`config.mk`:
```
export PLATFORM = sky130hd
export DESIGN_NAME = alu_arbiter
export DESIGN_NICKNAME = d
export VERILOG_FILES = /design/src/rtl/alu_arbiter.sv
export SDC_FILE = /design/constraint.sdc
export NUM_CORES = 1
export LEC_CHECK = 0
export ABC_AREA = 0
export BUFFER_PORTS_ARGS = -buffer_cell sky130_fd_sc_hd__clkbuf_2
export CAP_MARGIN = 15
export CORE_MARGIN = 4
export CORE_UTILIZATION = 35
export DETAILED_ROUTE_END_ITERATION = 12
export GPL_ROUTABILITY_DRIVEN = 0
export PLACE_DENSITY = 0.71
export SETUP_SLACK_MARGIN = 0.1
export SLEW_MARGIN = 0
export SYNTH_ARGS = -nofsm -noshare
export SYNTH_HDL_FRONTEND = slang
export SYNTH_SLANG_ARGS = --single-unit
```
`constraint.sdc`:
```
create_clock -name CLK -period 1.9 [get_ports CLK]
set_input_delay 0.19 -clock CLK [delete_from_list [all_inputs] [get_ports CLK]]
set_output_delay 0.19 -clock CLK [all_outputs]
set_load 0.005 [all_outputs]
```
`src/rtl/alu_arbiter.sv`:
```
// Two-requester arbiter that shares one 8-bit ALU over valid/ready handshakes.
// Define ALU_ARB_FIXED_PRIORITY_EN for fixed priority (req0 wins); default is round-robin.
module alu_arbiter #(
  parameter int unsigned SETTLE_CYCLES = 2
) (
  input  logic       CLK,
  input  logic       RESET,
  input  logic       REQ0_VALID,
  output logic       REQ0_READY,
  input  logic [7:0] REQ0_OP1,
  input  logic [7:0] REQ0_OP2,
  input  logic [2:0] REQ0_SELECT,
  input  logic       REQ1_VALID,
  output logic       REQ1_READY,
  input  logic [7:0] REQ1_OP1,
  input  logic [7:0] REQ1_OP2,
  input  logic [2:0] REQ1_SELECT,
  output logic       RSP0_VALID,
  input  logic       RSP0_READY,
  output logic       RSP1_VALID,
  input  logic       RSP1_READY,
  output logic [7:0] RSP_RESULT,
  output logic [7:0] ALU_DATA1,
  output logic [7:0] ALU_DATA2,
  output logic [2:0] ALU_SELECT,
  input  logic [7:0] ALU_RESULT
);

  typedef enum logic [1:0] {IDLE, BUSY, RESP} state_t;

  state_t     state, state_next;
  logic       owner;
  logic [3:0] counter;
  logic       grant1;
  logic       accept;
  logic       rsp_done;

`ifdef ALU_ARB_FIXED_PRIORITY_EN
  assign grant1 = REQ1_VALID && !REQ0_VALID;
`else
  logic last_served;
  // On a tie, serve whoever was not served last.
  assign grant1 = REQ1_VALID && (!REQ0_VALID || !last_served);
`endif

  always_comb begin
    state_next = state;
    REQ0_READY = 1'b0;
    REQ1_READY = 1'b0;
    RSP0_VALID = 1'b0;
    RSP1_VALID = 1'b0;
    accept     = 1'b0;
    rsp_done   = 1'b0;
    case (state)
      IDLE: begin
        REQ0_READY = !RESET && REQ0_VALID && !grant1;
        REQ1_READY = !RESET && grant1;
        accept     = REQ0_READY || REQ1_READY;
        if (accept) state_next = BUSY;
      end
      BUSY: begin
        if (counter == 4'd1) state_next = RESP;
      end
      RESP: begin
        RSP0_VALID = !owner;
        RSP1_VALID = owner;
        rsp_done   = owner ? RSP1_READY : RSP0_READY;
        if (rsp_done) state_next = IDLE;
      end
      default: state_next = IDLE;
    endcase
  end

  always_ff @(posedge CLK) begin
    if (RESET) begin
      state      <= IDLE;
      owner      <= 1'b0;
      counter    <= '0;
      ALU_DATA1  <= '0;
      ALU_DATA2  <= '0;
      ALU_SELECT <= '0;
      RSP_RESULT <= '0;
`ifndef ALU_ARB_FIXED_PRIORITY_EN
      last_served <= 1'b1;
`endif
    end else begin
      state <= state_next;
      case (state)
        IDLE: begin
          if (accept) begin
            owner      <= grant1;
            counter    <= 4'(SETTLE_CYCLES);
            ALU_DATA1  <= grant1 ? REQ1_OP1 : REQ0_OP1;
            ALU_DATA2  <= grant1 ? REQ1_OP2 : REQ0_OP2;
            ALU_SELECT <= grant1 ? REQ1_SELECT : REQ0_SELECT;
          end
        end
        BUSY: begin
          if (counter == 4'd1) RSP_RESULT <= ALU_RESULT;
          counter <= counter - 4'd1;
        end
        RESP: begin
`ifndef ALU_ARB_FIXED_PRIORITY_EN
          if (rsp_done) last_served <= owner;
`endif
        end
        default: ;
      endcase
    end
  end

endmodule

```
==> impl_metrics.py <==
metrics = {
    "status": {
        "status": "finished clean",
    },
    "sta": {
        "slew_viol_final": 0,
        "worstMarginPinSlew_ns": 0.4880,
        "timing.fmax_mhz": 595.7,
        "setup_slack_ns": 0.2213,
        "fin_worst_skew_ns": 0.005981,
        "post-route-period-util_pct": 88.35,
        "relSlewSlack_pct": 67.46,
        "fin_crit_ns": 1.679,
        "finalHoldViolCount": 0,
        "tns_ns": 0,
        "rsz0062_at_grt": "no",
        "setup_viol": 0,
    },
    "power_and_ir_drop": {
        "vdd_drop_max_uv": 417.1,
        "powerDensity_nw_per_um2": 736.7,
        "power_frac_clock_pct": 28.3,
        "switching_share_pct": 28.11,
        "leakage_nw": 0.9877,
        "intPower_mw": 1.221,
        "p_sw_uw": 477.6,
        "seqPwrFrac_pct": 49.0,
        "pwr-share-comb_pct": 22.7,
    },
    "detailed_routing": {
        "vias": 1622,
        "detail_route.iter0.violations": 66,
        "avgViaCountPerCell": 5.037,
        "drc": 0,
        "antenna_left": 0,
        "firstDrtPassIters": 5,
        "wl_per_cell_um": 14.03,
        "routed_wl_mm": 4.518,
    },
    "global_routing": {
        "track_usage_pct": 14.91,
        "grt_pass1_vias": 1604,
        "grt_overflow": 0,
        "grt_pass1_wl_mm": 7.417,
        "grt_max_degree": 36,
        "antenna_found_initial": 0,
    },
    "die": {
        "coreArea_um2": 4817,
        "rows": 25,
        "die_area_um2": 6248,
        "start_util_pct": 36.68,
        "fp.dieH_um": 79.05,
        "ios": 83,
        "die_w_um": 79.05,
    },
    "finish": {
        "final_common_cell": "clkbuf_2",
        "antenna_cells": 0,
        "areaGrowthSynthToFinish_pct": 30.52,
        "drive_above_1_share_pct": 46.67,
        "layout.cells.most_common_list": "82 x clkbuf_2, 35 x dfxtp_1, 31 x a21oi_1, 20 x mux2i_1, 19 x a211oi_2",
        "final_nets": 310,
    },
    "worst_setup_path": {
        "crit_path_end_kind": "output port",
        "worstPathArrival_ns": 1.49,
        "crit_type": "reg -> out",
        "reg2regPathDepth": 5,
        "required_ns": 1.71,
        "cp-start-kind": "flip-flop",
        "critical_path.max_fanout": 14,
    },
    "logic_synthesis": {
        "synthCells": 176,
        "synthDistinctLibCells": 34,
        "postSynthNetCount": 230,
        "syn_area_um2": 1767,
        "synth_seq_cells": 35,
        "yosysWarnings": 0,
        "synth.yosys.seq_area_share_pct": 39.66,
        "syn_area_per_cell_um2": 10.04,
    },
    "cts": {
        "h-tree-depth": 2,
        "insertion_delay_ns": 0.28,
        "clockBufferDepth": 2,
        "cts.sinks": 35,
        "path_clk_slew_ns": 0.06,
        "cts_root_buf": "clkbuf_8",
        "cts_tree": "done",
        "cts_buffers": 5,
    },
    "place": {
        "portBuffers": 82,
        "pre_cts_ws_ns": 0.4429,
        "hpwlAfterDp_mm": 3.288,
    },
    "min_path": {
        "hold_depth": 3,
        "hold_path.class": "in -> reg",
    },
    "job": {
        "drv_cap": 0,
    },
}
==> metal layers <==
metal,part of all wire (%),GRT usage (%),up-vias
met3,8.2,4.649,7
met4,1.2,4.983,0
li1,-,-,803
met2,44,23.23,66
met1,46,19.54,746
met5,0,0,-
==> cell families (layout without fill, tap and decap cells) <==
group / after synthesis / after routing / synth area share, %
compound gates: 67 / 67 / 28.83
flops: 35 / 35 / 39.66
simple gates: 33 / 33 / 11.69
mux: 20 / 20 / 11.33
buf+inv: 18 / 97 / 6.586
fa+ha+maj: 2 / 2 / 1.416
xor+xnor: 1 / 1 / 0.4958
==> sequential cells by signal, summed over array words and instances, names as in the netlist <==
signal       cells
owner            1
RSP_RESULT       8
counter          4
last_served      1
ALU_DATA2        8
ALU_SELECT       3
state            2
ALU_DATA1        8
==> cells in the mapped netlist, drive strengths merged <==
cell type	count	area share, %
a211oi	20	14
a21bo	1	0.57
a21boi	1	1.1
a21oi	31	8.8
a221oi	1	0.50
a22oi	1	0.43
a31oi	1	0.35
and2	3	1.1
buf	13	5.5
clkbuf	3	0.64
dfxtp	35	40
ha	2	1.4
inv	2	0.43
mux2i	20	11
nand2	3	0.64
nand2b	1	0.35
nand3	8	2.3
nand3b	4	1.7
nor2	3	0.64
nor2b	3	1.1
nor3	4	2.1
nor3b	1	0.71
o21ai	10	2.8
o21bai	1	0.43
or2	2	0.71
or3b	1	0.50
xor2	1	0.50
==> repair_timing <==
action / in CTS / in global routing
resized for setup: 0 / 1
hold buffers: 0 / 0
setup buffers: 0 / 0
setup endpoints to repair: 0 / 1
hold endpoints to repair: 0 / 0
==> layout make-up <==
| cell class | count | area [µm²] |
|---|---|---|
| clock buffer | 6 | 72.57 |
| tap | 67 | 83.83 |
| multi-input combinational | 123 | 949.7 |
| fill | 485 | 2511 |
| timing repair buffer | 89 | 491.7 |
| inverter | 2 | 7.507 |
| sequential | 35 | 700.7 |
==> per-stage QoR <==
step | total power [mW] | cells | util (%) | hold WS [ns] | area, µm²
after global routing | 1.808 | 322 | 47.87 | 0.1314 | 2306
after floorplan | 1.089 | 176 | - | 0.3377 | 1767
after detailed placement | 1.233 | 316 | 46.29 | 0.4300 | 2230
after global placement | 1.225 | 316 | 46.29 | 0.4313 | 2230
after CTS | 1.721 | 322 | 47.79 | 0.1298 | 2302
final | 1.699 | 322 | 47.87 | 0.1378 | 2306
==> worst max-delay path: stages, from the launching register on <==
cell	delay (ns)
dfxtp_1	0.36
a21boi_4	0.40
buf_12	0.22
and2_1	0.13
clkbuf_2	0.10
==> path summary, 6_finish.rpt <==
path | start | end | slack (ns)
setup / recovery | last_served | REQ1_READY | 0.22
hold / removal | ALU_RESULT[4] | RSP_RESULT[4] | 0.14
setup reg to reg | counter[1] | RSP_RESULT[2] | 0.44
hold reg to reg | RSP_RESULT[5] | RSP_RESULT[5] | 0.48
==> power by group through the flow <==
stage               registers, mW  clock network, mW  logic, mW
floorplan                   0.838                  0      0.252
global placement            0.845                  0      0.380
detailed placement          0.847                  0      0.386
CTS                         0.832              0.500      0.388
global route                0.839              0.540      0.429
finish                      0.833              0.481      0.385
Note: power is estimated with default switching activity, not from simulation.
